### config.mk
export PLATFORM = sky130hd
export DESIGN_NAME = ram_mover
export DESIGN_NICKNAME = d
export VERILOG_FILES = /design/src/rtl/ram_mover_pkg.sv /design/src/rtl/ram_mover.sv
export SDC_FILE = /design/constraint.sdc
export NUM_CORES = 1
export LEC_CHECK = 0
export BUFFER_PORTS_ARGS = -buffer_cell sky130_fd_sc_hd__buf_2
export CORE_ASPECT_RATIO = 0.7
export CORE_MARGIN = 3
export CORE_UTILIZATION = 58
export DETAILED_ROUTE_END_ITERATION = 8
export GPL_ROUTABILITY_DRIVEN = 0
export PLACE_DENSITY = 0.95
export SLEW_MARGIN = 20
export SYNTH_ARGS = -nofsm -noshare
export SYNTH_HDL_FRONTEND = slang
export SYNTH_SLANG_ARGS = --single-unit
### constraint.sdc
create_clock -name clk -period 5.4 [get_ports clk]
set_input_delay 0.81 -clock clk [delete_from_list [all_inputs] [get_ports clk]]
set_output_delay 0.81 -clock clk [all_outputs]
set_load 0.1 [all_outputs]
### src/rtl/ram_mover_pkg.sv
// Shared types for the RAM mover: command op codes, FSM state encodings
// and default widths.
package ram_mover_pkg;

  localparam int AW_DEF = 8;
  localparam int DW_DEF = 8;
  localparam int LW_DEF = 8;

  typedef enum logic [1:0] {
    OP_READ  = 2'd0,
    OP_WRITE = 2'd1,
    OP_COPY  = 2'd2,
    OP_FILL  = 2'd3
  } op_e;

  typedef enum logic [2:0] {
    S_IDLE  = 3'd0,
    S_RD    = 3'd1,
    S_WR    = 3'd2,
    S_CP_RD = 3'd3,
    S_CP_WR = 3'd4,
    S_FL_WR = 3'd5,
    S_DONE  = 3'd6
  } state_e;

endpackage

### src/rtl/ram_mover.sv
// Command sequencer in front of a single-port RAM: single read/write,
// ascending block copy and block fill, one command at a time.
//
// state   | meaning
// IDLE    | ready for a command
// RD      | read strobe low, capture mem_rdata at cycle end
// WR      | write strobe low, RAM writes at cycle end
// CP_RD   | copy: read source byte into the write-data register
// CP_WR   | copy: write buffered byte to destination, advance pointers
// FL_WR   | fill: write constant, advance address, one byte per cycle
// DONE    | done pulse, back to IDLE
module ram_mover
  import ram_mover_pkg::*;
#(
  parameter int AW = AW_DEF,
  parameter int DW = DW_DEF,
  parameter int LW = LW_DEF
) (
  input  logic          clk,
  input  logic          rst,
  input  logic          req_valid,
  output logic          req_ready,
  input  logic [1:0]    req_op,
  input  logic [AW-1:0] req_addr,
  input  logic [AW-1:0] req_dst,
  input  logic [DW-1:0] req_data,
  input  logic [LW-1:0] req_len,
  output logic          done,
  output logic [DW-1:0] rd_data,
  output logic [AW-1:0] mem_addr,
  output logic [DW-1:0] mem_wdata,
  input  logic [DW-1:0] mem_rdata,
  output logic          mem_rd_,
  output logic          mem_wr_
);

  state_e        state_q, state_d;
  logic [AW-1:0] addr_q, addr_d;
  logic [AW-1:0] dst_q, dst_d;
  logic [LW-1:0] rem_q, rem_d;
  logic [AW-1:0] mem_addr_q, mem_addr_d;
  logic [DW-1:0] mem_wdata_q, mem_wdata_d;
  logic [DW-1:0] rd_data_q, rd_data_d;
  logic          mem_rd_q, mem_rd_d;
  logic          mem_wr_q, mem_wr_d;
  logic          done_q, done_d;

  always_ff @(posedge clk or posedge rst) begin
    if (rst) begin
      state_q     <= S_IDLE;
      addr_q      <= '0;
      dst_q       <= '0;
      rem_q       <= '0;
      mem_addr_q  <= '0;
      mem_wdata_q <= '0;
      rd_data_q   <= '0;
      mem_rd_q    <= 1'b1;
      mem_wr_q    <= 1'b1;
      done_q      <= 1'b0;
    end else begin
      state_q     <= state_d;
      addr_q      <= addr_d;
      dst_q       <= dst_d;
      rem_q       <= rem_d;
      mem_addr_q  <= mem_addr_d;
      mem_wdata_q <= mem_wdata_d;
      rd_data_q   <= rd_data_d;
      mem_rd_q    <= mem_rd_d;
      mem_wr_q    <= mem_wr_d;
      done_q      <= done_d;
    end
  end

  // Strobes, address and data are registered, so each branch programs the
  // values that the RAM will see during the state being entered.
  always_comb begin
    state_d     = state_q;
    addr_d      = addr_q;
    dst_d       = dst_q;
    rem_d       = rem_q;
    mem_addr_d  = mem_addr_q;
    mem_wdata_d = mem_wdata_q;
    rd_data_d   = rd_data_q;
    mem_rd_d    = 1'b1;
    mem_wr_d    = 1'b1;
    done_d      = 1'b0;

    unique case (state_q)
      S_IDLE: begin
        if (req_valid) begin
          addr_d = req_addr;
          dst_d  = req_dst;
          rem_d  = req_len;
          unique case (op_e'(req_op))
            OP_READ: begin
              state_d    = S_RD;
              mem_rd_d   = 1'b0;
              mem_addr_d = req_addr;
            end
            OP_WRITE: begin
              state_d     = S_WR;
              mem_wr_d    = 1'b0;
              mem_addr_d  = req_addr;
              mem_wdata_d = req_data;
            end
            OP_COPY: begin
              if (req_len == '0) begin
                state_d = S_DONE;
                done_d  = 1'b1;
              end else begin
                state_d    = S_CP_RD;
                mem_rd_d   = 1'b0;
                mem_addr_d = req_addr;
              end
            end
            OP_FILL: begin
              if (req_len == '0) begin
                state_d = S_DONE;
                done_d  = 1'b1;
              end else begin
                state_d     = S_FL_WR;
                mem_wr_d    = 1'b0;
                mem_addr_d  = req_addr;
                mem_wdata_d = req_data;
              end
            end
            default: ;
          endcase
        end
      end
      S_RD: begin
        rd_data_d = mem_rdata;
        state_d   = S_DONE;
        done_d    = 1'b1;
      end
      S_WR: begin
        state_d = S_DONE;
        done_d  = 1'b1;
      end
      S_CP_RD: begin
        // mem_wdata doubles as the copy byte buffer
        state_d     = S_CP_WR;
        mem_wr_d    = 1'b0;
        mem_addr_d  = dst_q;
        mem_wdata_d = mem_rdata;
      end
      S_CP_WR: begin
        addr_d = addr_q + 1'b1;
        dst_d  = dst_q + 1'b1;
        rem_d  = rem_q - 1'b1;
        if (rem_d == '0) begin
          state_d = S_DONE;
          done_d  = 1'b1;
        end else begin
          state_d    = S_CP_RD;
          mem_rd_d   = 1'b0;
          mem_addr_d = addr_d;
        end
      end
      S_FL_WR: begin
        addr_d = addr_q + 1'b1;
        rem_d  = rem_q - 1'b1;
        if (rem_d == '0) begin
          state_d = S_DONE;
          done_d  = 1'b1;
        end else begin
          mem_wr_d   = 1'b0;
          mem_addr_d = addr_d;
        end
      end
      S_DONE: begin
        state_d = S_IDLE;
      end
      default: begin
        state_d = S_IDLE;
      end
    endcase
  end

  assign req_ready = (state_q == S_IDLE);
  assign done      = done_q;
  assign rd_data   = rd_data_q;
  assign mem_addr  = mem_addr_q;
  assign mem_wdata = mem_wdata_q;
  assign mem_rd_   = mem_rd_q;
  assign mem_wr_   = mem_wr_q;

endmodule

==> impl_results.md <==
- Outcome: complete, no violations
- Nets: approximately 430
- WP data arrival: 2.94 ns
- Worst skew pair latency: between 0.3 and 0.4 ns
- Pin count of the biggest net entering global routing: 55
- Cell count after synthesis: between 300 and 400
- Core area: 0.004887 mm²
- Num CTS Buffers: 5
- WS Path Type: register to register
- Post-synth EDFFs: 0
- Endpoints failing setup: 0
- IO Port Bufs: between 70 and 80
- IO Pins: 73
- First-pass GRT wire length: 12,560 µm
- Hold Startpoint: mem_wdata[5]
- Storage cell area: 0.001354 mm²
- H-tree Lvls: 2
- Area of the multi-input gates: around 0.0015 mm²
- Met1 Usage GRT: 35.87%
- Slew @ Worst Pin: about 0.89 ns
- Cell family with most CP delay: simple AND/OR/NAND/NOR gates
- Cell area after synthesis: between 0.003 and 0.004 mm²
- Req. time, crit path: approximately 5.6 ns
- Slowest cell on crit path: nand2_1
- Most common flop cell mapped by yosys: dfrtp_1
- Skew final: approximately 0.012 ns
- Final wirelength: 7594 µm
- FF-to-FF path depth: 5
- FMAX: 0.3656 GHz
- GRT Residual Overflow: 0
- Num rows: 21
- Hpwl dp: between 5000 and 6000 µm
- Die footprint: between 0.006 and 0.007 mm²
- Avg Synthesized Cell Area: approximately 9.4 µm²
- Final Hold Viols: 0
- Vias in the first global route: roughly 2,700
- Most frequent cells in the layout: buf_2, dfrtp_1, nand2_1
- #FFs+latches synth: 54
- Distinct cells, synth: 54
- RSZ-0062 raised after global routing: false
- Setup slack on the worst flop-to-flop path: around 2.7 ns
- Busiest grt layer: met2
- Vias: ~2,800
- CTS tree: done
- Crit start category: register
- Layout fillers: approximately 370
- Hold Buf Count CTS: 0
- Worst setup EP type: register
- Post-detailed-route via-to-cell ratio: ~6
- Highest cell delay on the worst timing path: approximately 0.6 ns
- Asr flop ratio synth: 100.0%
- Reg2reg end: mem_addr[3]
- Met3 Use GR: around 5.3%
- First-pass DRT Iterations: 4
- Overall Global Routing Usage: 26.17%
- Die X: 92.04 µm
- Crit path max fanout: 25
- Worst hold stages: 2
- Max-Cap Viols: 0
- Deepest clock path buffer count: 2
- Most common cell after layout, fill and taps aside: buf_2
- Drt wl/cell: between 15 and 20 µm
- Hold Path End: mem_wdata[5]
- Antenna cells: 0
- Min cycle time layout: 2.735 ns
- Buf+Inv Stages, Crit Path: 0
- Syn. warnings: 0
- Seq/Total Area, Yosys: between 40% and 50%
- DRC: 0
- Initial antenna violation count: 0
- Layout cell share with drive strength beyond 1: 28.91%
- Setup Buffers After CTS: 0
- Setup tns final: 0 ns
- Worst-path clk slew: 0.11 ns
- Area grow syn2layout: 14.82%
- Slew Limit Fails: 0
- CP cell instances: nor3_2, nand2_1, o21ai_0, o31ai_4, mux2_2
- Fin crit share: between 50% and 60%
- Mapped Nets: 369
- Starting Density: around three fifths
- Clock Tree Root: clkbuf_8
- Worst slew margin: about two fifths
- Die height: around 66 µm
- DRT iter0 DRCs: around 190
- Min-Delay Path Class: register to register
- Antenna Violating Nets Remaining: 0
- Clock Sinks: 54
- Worst R2R Start: state_q[2]
- Grt met2 use: 40.18%
- Post-CTS sizing: 0
## layout make-up
type | count | share of cell area (%)
clock buffer | 5 | 1.994
clock inverter | 3 | 0.7252
inverter | 11 | 1.233
multi-input combinational | 238 | 43.65
sequential | 54 | 39.23
tap | 69 | 2.502
timing repair buffer | 73 | 10.66
## cell usage after synthesis, types with 3 or more instances
master	n	area share, %
xnor2_1	4	1.2
clkbuf_1	11	1.4
nor2b_1	3	0.62
a31oi_1	4	0.83
nand2_1	41	5.1
o21ai_0	32	5.3
nand3_1	12	2.0
buf_6	3	1.1
nand2b_1	3	0.62
nor3_1	4	0.67
nor4_1	3	0.62
a21oi_1	19	3.2
mux2i_1	9	3.0
inv_1	11	1.4
mux2_2	16	6.0
nor2_1	25	3.1
a311oi_1	4	1.2
dfrtp_1	52	43
ha_1	4	1.7
o22ai_1	8	1.7
and3_1	4	0.83
a22oi_1	4	1.0
o211ai_1	3	0.75
## per-stage QoR
stage          util (%)  setup slack [ns]  cells  hold WS, ns  area (µm²)
3_5_place_dp      68.59             2.425    445       0.4748        3352
3_3_place_gp      68.59             2.667    445       0.4579        3352
5_1_grt           70.61             2.472    453       0.5251        3451
6_report          70.61             2.665    453       0.4949        3451
2_1_floorplan         -             2.297    320       0.4579        3005
4_1_cts           70.51             2.720    453       0.4969        3446
## tightest hold or removal path: cells and delay by family, from the launching register on
kind	cells	cell delay, ns
DFF	1	0.35
AOI/OAI and AO/OA	1	0.06
and+or+nand+nor	1	0.05
## flip-flops by register name (all words and copies together), names as in the netlist
| signal | count |
|---|---|
| mem_wr_ | 1 |
| state_q | 3 |
| mem_wdata | 8 |
| rd_data | 8 |
| mem_rd_ | 1 |
| dst_q | 8 |
| done | 1 |
| mem_addr | 8 |
| rem_q | 8 |
| addr_q | 8 |
## routing by layer
| metal | share of wire [%] | vias up |
|---|---|---|
| met4 | 3.2 | 0 |
| li1 | - | 1275 |
| met1 | 42 | 1323 |
| met3 | 9.5 | 26 |
| met2 | 46 | 165 |
| met5 | 0 | - |
## logic make-up (layout without fill, tap and decap cells)
family	count (synthesis)	after routing	share of synthesized area [%]
mux	25	25	8.993
simple gates	112	112	18.19
flops	54	54	45.05
buf+inv	28	92	4.954
xor+xnor	6	6	1.749
fa+ha+maj	4	4	1.665
compound gates	91	91	19.40
## how the worst max path moves through the flow
stage,from,to,slack (ns),cells past startpoint
final,state_q[2],mem_addr[3],2.67,5
after floorplan,state_q[1],mem_addr[0],2.30,6
after detailed placement,req_len[4],mem_wdata[2],2.42,5
after CTS,state_q[2],mem_addr[3],2.72,5
after global routing,state_q[2],rem_q[6],2.47,5
after global placement,req_len[4],mem_wdata[0],2.67,5
Power is left out: the tool's default activity adds up to more than one toggle a clock period on the data nets, which glitch-free logic cannot reach.
